**src/rtl/bullet_hit_receiver.sv**
```systemverilog
// Target-side bullet hit detection: overlap test, kill handshake back to the bullet,
// damage with an invulnerability window, and the death/respawn sequence.
module bullet_hit_receiver #(
   parameter int TARGET_HALF    = 8,
   parameter int BULLET_SIZE    = 3,
   parameter int MAX_HEALTH     = 3,
   parameter int INVULN_FRAMES  = 60,
   parameter int RESPAWN_FRAMES = 120,
   parameter int FLASH_SHIFT    = 3
) (
   input  logic       frame_clk,
   input  logic       Reset,
   input  logic [9:0] BulletX,
   input  logic [9:0] BulletY,
   input  logic       bullet_active,
   input  logic [9:0] TargetX,
   input  logic [9:0] TargetY,
   output logic       hit,
   output logic       bullet_kill,
   output logic [2:0] health,
   output logic       dead,
   output logic       flash,
   output logic [7:0] hit_count
);

   // state  | meaning
   // ALIVE  | vulnerable; an overlapping live bullet is accepted as a hit
   // INVULN | recovering after a non-fatal hit; overlaps ignored, sprite blinks
   // DEAD   | health exhausted; waits out the respawn delay
   typedef enum logic [1:0] {ALIVE, INVULN, DEAD} state_t;

   localparam logic [10:0] REACH        = 11'(TARGET_HALF + BULLET_SIZE);
   localparam logic [7:0]  INVULN_LAST  = 8'(INVULN_FRAMES - 1);
   localparam logic [7:0]  RESPAWN_LAST = 8'(RESPAWN_FRAMES - 1);
   localparam logic [2:0]  FULL_HEALTH  = 3'(MAX_HEALTH);

   state_t      state;
   logic [7:0]  cnt;
   logic [7:0]  cnt_inc;
   logic [10:0] dx;
   logic [10:0] dy;
   logic        overlap;
   logic        accept;

   // Distances are widened by one bit so the subtraction can never wrap.
   always_comb begin
      dx = (BulletX >= TargetX) ? ({1'b0, BulletX} - {1'b0, TargetX})
                                : ({1'b0, TargetX} - {1'b0, BulletX});
      dy = (BulletY >= TargetY) ? ({1'b0, BulletY} - {1'b0, TargetY})
                                : ({1'b0, TargetY} - {1'b0, BulletY});
      overlap = bullet_active && (dx <= REACH) && (dy <= REACH);
      accept  = overlap && !bullet_kill && (state == ALIVE);
      cnt_inc = cnt + 8'd1;
   end

   always_ff @(posedge frame_clk or posedge Reset) begin
      if (Reset) begin
         state       <= ALIVE;
         cnt         <= 8'd0;
         hit         <= 1'b0;
         bullet_kill <= 1'b0;
         health      <= FULL_HEALTH;
         dead        <= 1'b0;
         flash       <= 1'b0;
         hit_count   <= 8'd0;
      end else begin
         hit <= accept;
         // The kill handshake runs independently of the state machine.
         if (accept)
            bullet_kill <= 1'b1;
         else if (!bullet_active)
            bullet_kill <= 1'b0;

         case (state)
            ALIVE: begin
               if (accept) begin
                  if (hit_count != 8'hFF)
                     hit_count <= hit_count + 8'd1;
                  cnt   <= 8'd0;
                  flash <= 1'b0;
                  if (health == 3'd1) begin
                     health <= 3'd0;
                     dead   <= 1'b1;
                     state  <= DEAD;
                  end else begin
                     health <= health - 3'd1;
                     state  <= INVULN;
                  end
               end
            end
            INVULN: begin
               if (cnt == INVULN_LAST) begin
                  state <= ALIVE;
                  cnt   <= 8'd0;
                  flash <= 1'b0;
               end else begin
                  // flash tracks the counter bit that will be current next frame
                  cnt   <= cnt_inc;
                  flash <= cnt_inc[FLASH_SHIFT];
               end
            end
            DEAD: begin
               flash <= 1'b0;
               if (cnt == RESPAWN_LAST) begin
                  state  <= ALIVE;
                  cnt    <= 8'd0;
                  health <= FULL_HEALTH;
                  dead   <= 1'b0;
               end else begin
                  cnt <= cnt_inc;
               end
            end
            default: state <= ALIVE;
         endcase
      end
   end

endmodule

```
**config.mk**
```make
export PLATFORM = sky130hd
export DESIGN_NAME = bullet_hit_receiver
export DESIGN_NICKNAME = d
export VERILOG_FILES = /design/src/rtl/bullet_hit_receiver.sv
export SDC_FILE = /design/constraint.sdc
export NUM_CORES = 1
export LEC_CHECK = 0
export ABC_CLOCK_PERIOD_IN_PS = 2400
export CORE_ASPECT_RATIO = 1.75
export CORE_UTILIZATION = 57
export CTS_BUF_LIST = sky130_fd_sc_hd__clkbuf_2
export CTS_CLUSTER_SIZE = 10
export DETAILED_ROUTE_END_ITERATION = 8
export HOLD_SLACK_MARGIN = 0.05
export MAX_ROUTING_LAYER = met4
export PLACE_DENSITY_LB_ADDON = 0.2
export SLEW_MARGIN = 20
export SYNTH_ARGS = -nofsm -noshare
export SYNTH_HDL_FRONTEND = slang
export SYNTH_SLANG_ARGS = --single-unit
```
**constraint.sdc**
```tcl
create_clock -name frame_clk -period 2.4 [get_ports frame_clk]
set_input_delay 0.48 -clock frame_clk [delete_from_list [all_inputs] [get_ports frame_clk]]
set_output_delay 0.48 -clock frame_clk [all_outputs]
set_load 0.02 [all_outputs]
```
==> results of run 1 <==
-- layout make-up --
| type | count | share of cell area |
|---|---|---|
| Multi-Input combinational cell | 356 | 0.557 |
| Timing Repair Buffer | 195 | 0.272 |
| Sequential cell | 25 | 0.108 |
| Inverter | 61 | 0.0416 |
| Tap cell | 80 | 0.0172 |
| Clock buffer | 3 | 0.00258 |
| Clock inverter | 1 | 0.000861 |
| Antenna cell | 1 | 0.000431 |
-- per-stage QoR --
| step | util | TNS (ps) |
|---|---|---|
| 6_report | 0.947 | -22460 |
| 3_3_place_gp | 0.845 | -39160 |
| 3_5_place_dp | 0.845 | -42240 |
| 5_1_grt | 0.947 | -25160 |
| 2_1_floorplan | - | -18640 |
| 4_1_cts | 0.930 | -17700 |
-- placed cells by master, fill, tap and decap left out, drive strengths merged, types with 10 or more instances in the layout --
| cell | n |
|---|---|
| nor2 | 30 |
| inv | 61 |
| a21oi | 36 |
| nor2b | 10 |
| nand2 | 29 |
| dlygate4sd2 | 24 |
| clkdlybuf4s50 | 17 |
| dfrtp | 23 |
| nand3 | 10 |
| xnor2 | 13 |
| and3 | 10 |
| buf | 142 |
| ha | 48 |
| clkbuf | 12 |
| mux2i | 12 |
| o21ai | 27 |
-- per-layer routing --
| metal | up-vias | global-route usage |
|---|---|---|
| met5 | - | - |
| met4 | 0 | 0.399 |
| met3 | 284 | 0.0985 |
| met2 | 667 | 0.813 |
| met1 | 2292 | 0.442 |
| li1 | 1985 | - |
-- final timing paths --
| check | startpoint | to | slack, ps | depth (start not counted) |
|---|---|---|---|---|
| setup / recovery | BulletX[1] | cnt[5] | -1000 | 16 |
| hold / removal | Reset | state[1] | 360 | 3 |
| setup reg to reg | cnt[1] | cnt[5] | -550 | 9 |
| hold reg to reg | cnt[0] | cnt[0] | 550 | 1 |
| max in group asynchronous | Reset | health[0] | 1760 | 3 |
| min in group frame_clk | cnt[0] | cnt[0] | 550 | 1 |
-- state kept, by name (all words and copies together), names as in the netlist --
name / cells
hit_count: 8
health: 3
flash: 1
cnt: 8
dead: 1
state: 2
hit: 1
bullet_kill: 1
-- critical path: cells and delay by family --
| kind | cells | cell delay (ps) |
|---|---|---|
| compound gates | 6 | 1290 |
| buf+inv | 5 | 630 |
| fa+ha+maj | 1 | 330 |
| simple gates | 4 | 1000 |
-- logic make-up (layout without fill, tap and decap cells) --
family / Yosys count / after routing / share of synthesized area
AOI/OAI and AO/OA: 135 / 135 / 0.261
xor gates and xnor gates: 18 / 18 / 0.0437
adders and majority gates: 52 / 52 / 0.188
buffers and inverters: 79 / 260 / 0.0925
DFF: 25 / 25 / 0.174
muxes: 18 / 18 / 0.0530
other: 0 / 1 / 0
and+or+nand+nor: 133 / 133 / 0.188
-- power by group through the flow --
stage	Clock (µW)	Sequential, µW	Combinational (µW)
6_report	190	449	1180
5_1_grt	196	449	1220
4_1_cts	176	441	966
3_5_place_dp	0	448	856
3_3_place_gp	0	448	826
2_1_floorplan	0	446	480
-- what timing repair did --
action / in CTS / in global routing
resized for setup: 135 / 45
pin swaps: 43 / 24
cloned: 1 / 0
setup endpoints to repair: 25 / 25
hold buffers: 0 / 0
setup buffers: 19 / 7
==> impl_metrics.env, run 1 <==
export IMPL_max_slew_margin=0.568
export IMPL_synth_top_cells_by_count="inv_1 (61), ha_1 (48), a21oi_1 (34), nor2_1 (30), nand2_1 (29)"
export IMPL_syn_cell_area_um2=3610
export IMPL_place_area_um2=5180
export IMPL_fmax_ghz=0.294
export IMPL_fin_skew_ps=21.6
export IMPL_ant_nets=0
export IMPL_netlist_instances=460
export IMPL_yosysSeqAreaShare=0.174
export IMPL_hold_violations=0
export IMPL_p_seq_frac=0.246
export IMPL_cp_arrival_ps=3760
export IMPL_synth_most_common_cell="inv_1"
export IMPL_n_fill_cell=175
export IMPL_wirelength_mm=18.7
export IMPL_status="complete, but fails checks"
export IMPL_multiInputGateArea_um2=3240
export IMPL_critPathKind="in2reg"
export IMPL_slew_violations=0
export IMPL_dp_cells=692
export IMPL_drc=2
export IMPL_cts_inserted_buffers=3
export IMPL_avgRoutedWirePerCell_um=25.9
export IMPL_async_flop_share=1.00
export IMPL_leakage_uw=0.00277
export IMPL_clkPwrFrac=0.104
export IMPL_rsz0062_at_grt="yes"
export IMPL_via_per_inst=7.24
export IMPL_synth_cell_types=61
export IMPL_syn_nets=555
export IMPL_fin_crit_sh=1.42
export IMPL_p_comb_frac=0.649
export IMPL_hold_class="in2async"
export IMPL_power_uw=1820
export IMPL_drive_above_1_share=0.409
export IMPL_cp_max_fo=8
export IMPL_clk_latency_ps=440
export IMPL_avgSynthCellArea_um2=7.85
export IMPL_p_sw_frac=0.438
export IMPL_syn_to_final_growth_pct=60.9
export IMPL_grt_pass1_vias=4994
export IMPL_routed_via_count=5228
export IMPL_ys_flop_type="dfrtp_1"
export IMPL_max_stage_delay_ps=420
export IMPL_firstDrtPassIters=9
export IMPL_die_y_um=107
export IMPL_fin_worst_hold_slack_ps=356
export IMPL_ir_drop_v=0.000190
export IMPL_synth_top_area_share=0.166
export IMPL_cts_reportedPaths_clkPinSlew_ps=260
export IMPL_worstSetupEndpointType="register"
export IMPL_violations="design-rule violations, negative setup slack"
export IMPL_cpMaxStageDelayCell="a21oi_1"
export IMPL_place_worst_setup_slack_ps=-1810
export IMPL_synth_top_area_cell="ha_1"
export IMPL_met2_length_mm=8.35
export IMPL_dieWidth_um=62.2
export IMPL_synth_warnings=0
export IMPL_design_area_um2=5810
export IMPL_drt_iter0_drc=932
export IMPL_route_met3_wl_mm=2.23
export IMPL_track_usage=0.470
export IMPL_place_congestion=0.953
export IMPL_cts_sinks=25
export IMPL_die_area_um2=6670
export IMPL_start_kind="primary input"
export IMPL_internal_power_uw=1020
export IMPL_core_area_um2=6130
export IMPL_switchingPower_uw=798
export IMPL_port_buffer_count=57
export IMPL_period_minus_slack_ps=3400
export IMPL_tightest_slew_ps=639
export IMPL_grt_pass1_wl_mm=24.2
export IMPL_clock_path_buffers=2
export IMPL_grt_max_degree=26
export IMPL_ys_seq_elements=25
export IMPL_pin_count=58
export IMPL_ctsHtreeMaxLevel=1
export IMPL_rows=38
export IMPL_cts_tree="done"
export IMPL_antenna_found_initial=1
export IMPL_met1_length_mm=5.73
export IMPL_maxCapViolations=0
export IMPL_critical_path_cell_chain="buf_2 > inv_1 > ha_1 > nor2b_1 > buf_4 > o21a_1 > o211ai_1 > a21oi_1 > nand2_1 > o2111a_1 > nor4_1 > and4_4 > buf_12 > buf_8 > o2111ai_4 > o21ai_1"
export IMPL_seqCellArea_um2=628
export IMPL_yosys_top_cells_area="ha_1 (17%), dfrtp_1 (16%), inv_1 (6.3%)"
export IMPL_top_layer_used="met4"
export IMPL_power_density_nw_per_um2=314
export IMPL_finalNetCount=737
export IMPL_start_util=0.589
export IMPL_finalNonFillerCells=722
export IMPL_finalSetupViolations=25
export IMPL_worst_slack_ps=-1000
export IMPL_cp_required_ps=2750
export IMPL_gr_total_overflow=0
export IMPL_dp_hpwl_mm=8.75
export IMPL_cts_root_buf="clkbuf_2"
export IMPL_synth_edf_count=0
No activity file was read; power rests on OpenSTA's default activity.
==> run 2, diff against run 1 <==
--- a/config.mk
+++ b/config.mk
@@ -7,13 +7,14 @@
 export LEC_CHECK = 0
 export ABC_CLOCK_PERIOD_IN_PS = 2400
 export CORE_ASPECT_RATIO = 1.75
-export CORE_UTILIZATION = 57
+export CORE_UTILIZATION = 45
 export CTS_BUF_LIST = sky130_fd_sc_hd__clkbuf_2
 export CTS_CLUSTER_SIZE = 10
 export DETAILED_ROUTE_END_ITERATION = 8
 export HOLD_SLACK_MARGIN = 0.05
 export MAX_ROUTING_LAYER = met4
 export PLACE_DENSITY_LB_ADDON = 0.2
+export SKIP_LAST_GASP = 1
 export SLEW_MARGIN = 20
 export SYNTH_ARGS = -nofsm -noshare
 export SYNTH_HDL_FRONTEND = slang
==> impl_metrics.env, run 2 (synthesis gave the netlist of run 1 again) <==
export IMPL_status="complete, but fails checks"
export IMPL_violations="negative setup slack"
export IMPL_worst_slack_ps=-791
export IMPL_fin_skew_ps=21.8
export IMPL_critical_path_cell_chain="buf_12 > inv_12 > ha_4 > fa_2 > nor2b_4 > o22ai_2 > xnor2_1 > or4_4 > nor4_4 > a31oi_2 > nor4_2 > and4_4 > buf_12 > and3_4 > mux2_4"
export IMPL_clock_path_buffers=2
export IMPL_internal_power_uw=995
export IMPL_start_util=0.471
export IMPL_reg_top3="cnt: 8 flops, hit_count: 8 flops, health: 3 flops"
export IMPL_postCtsHoldBufs=0
export IMPL_switchingPower_uw=637
export IMPL_cts_reportedPaths_clkPinSlew_ps=250
export IMPL_final_cell_mix="buf_4 (112), inv_1 (40), nor2_1 (29)"
export IMPL_p_seq_frac=0.273
export IMPL_hold_violations=0
export IMPL_cp_common_cell="buf_12"
export IMPL_leakage_uw=0.00278
export IMPL_grt_max_degree=26
export IMPL_path_depth=15
export IMPL_ir_drop_v=0.000156
export IMPL_seqCellArea_um2=628
export IMPL_place_congestion=0.888
export IMPL_cpMaxStageDelayCell="or4_4"
export IMPL_cp_max_fo=6
export IMPL_layout_commonest_cell="buf_4"
export IMPL_slew_violations=0
export IMPL_max_slew_margin=0.657
export IMPL_fin_crit_sh=1.33
export IMPL_clkPwrFrac=0.109
export IMPL_ant_nets=0
export IMPL_cp_arrival_ps=3520
export IMPL_cts_sinks=25
export IMPL_avgRoutedWirePerCell_um=15.4
export IMPL_period_minus_slack_ps=3190
export IMPL_cpLargestDelayFamily="simple AND/OR/NAND/NOR gates"
export IMPL_rows=42
export IMPL_rsz0062_at_grt="yes"
export IMPL_die_y_um=121
export IMPL_dp_hpwl_mm=8.14
export IMPL_via_per_inst=5.63
export IMPL_finalSetupViolations=25
export IMPL_start_kind="primary input"
export IMPL_grt_pass1_wl_mm=18.3
export IMPL_drc=0
export IMPL_antenna_found_initial=0
export IMPL_hold_class="in2async"
export IMPL_p_sw_frac=0.390
export IMPL_wirelength_mm=11.1
export IMPL_diodes=0
export IMPL_critPathKind="in2reg"
export IMPL_port_buffer_count=57
export IMPL_firstDrtPassIters=4
export IMPL_fmax_ghz=0.313
export IMPL_power_density_nw_per_um2=281
export IMPL_die_area_um2=8400
export IMPL_dieWidth_um=69.7
export IMPL_pin_count=58
export IMPL_max_stage_delay_ps=440
export IMPL_grt_pass1_vias=4149
export IMPL_maxCapViolations=0
export IMPL_cts_inserted_buffers=3
export IMPL_gr_total_overflow=0
export IMPL_worst_r2r_path_depth=9
export IMPL_cts_tree="done"
export IMPL_routed_via_count=4051
export IMPL_syn_to_final_growth_pct=61.0
export IMPL_drive_above_1_share=0.403
export IMPL_ctsHtreeMaxLevel=1
export IMPL_cts_root_buf="clkbuf_2"
export IMPL_p_comb_frac=0.618
export IMPL_utilization=0.758
export IMPL_n_fill_cell=571
export IMPL_tightest_slew_ps=513
export IMPL_cp_required_ps=2730
export IMPL_place_area_um2=5160
export IMPL_worstSetupEndpointType="register"
export IMPL_crit_buf_inv=3
export IMPL_core_area_um2=7670
export IMPL_fin_worst_hold_slack_ps=386
export IMPL_track_usage=0.268
export IMPL_clk_latency_ps=400
export IMPL_design_area_um2=5810
export IMPL_drt_iter0_drc=242
export IMPL_finalNetCount=727
export IMPL_multiInputGateArea_um2=3220
## run 2: routing by layer
metal / GRT usage / part of all wire / vias up
met2: 0.516 / 0.57 / 106
met4: 0.115 / 0.034 / 0
met1: 0.279 / 0.37 / 1944
met3: 0.0125 / 0.027 / 32
met5: - / 0 / -
li1: - / - / 1969
## run 2: final timing paths
kind	startpoint	slack, ps	end
worst min register to register	hit_count[5]	540	hit_count[5]
min in group frame_clk	hit_count[5]	540	hit_count[5]
max in group asynchronous	Reset	1690	health[0]
worst min-delay path	Reset	390	hit_count[2]
worst max register to register	cnt[0]	100	cnt[5]
worst max-delay path	TargetX[0]	-790	hit_count[1]
## run 2: worst reg2reg max path: stages, from the launching register on
cell and delay (ps):
dfrtp_1 450, ha_1 270, nand2_1 70, o41ai_1 350, nand2_1 320, nand2_1 260, nor2_1 70, o21ai_0 170
o21a_1 190, o21ai_2 60
## run 2: layout make-up
| class | instances | share of cell area |
|---|---|---|
| well taps | 88 | 0.0189 |
| flip-flops and latches | 25 | 0.108 |
| clock buffers | 3 | 0.00258 |
| multi-input cells | 356 | 0.555 |
| inverters | 61 | 0.0420 |
| repair buffers | 185 | 0.273 |
| clock inverters | 1 | 0.000861 |
## run 2: repair_timing
item,4_1_cts,5_1_grt
resized for setup,130,55
gates cloned,1,0
endpoints found under the setup margin,25,25
pin swaps,55,36
buffers inserted,15,5
## run 2: metrics by stage
stage | setup WS, ps | total power (µW) | cells | TNS [ps]
after floorplan | -863 | 925 | 460 | -18640
final | -791 | 1630 | 719 | -17430
after CTS | -852 | 1560 | 716 | -19610
after detailed placement | -1780 | 1280 | 696 | -41470
after global routing | -878 | 1730 | 719 | -19920
after global placement | -1690 | 1260 | 696 | -39430
## run 2: power groups by stage
stage,combinational (µW),clock (µW),sequential (µW)
global placement,812,0,450
detailed placement,830,0,450
finish,1010,178,445
global route,1100,190,446
CTS,936,178,443
floorplan,480,0,446
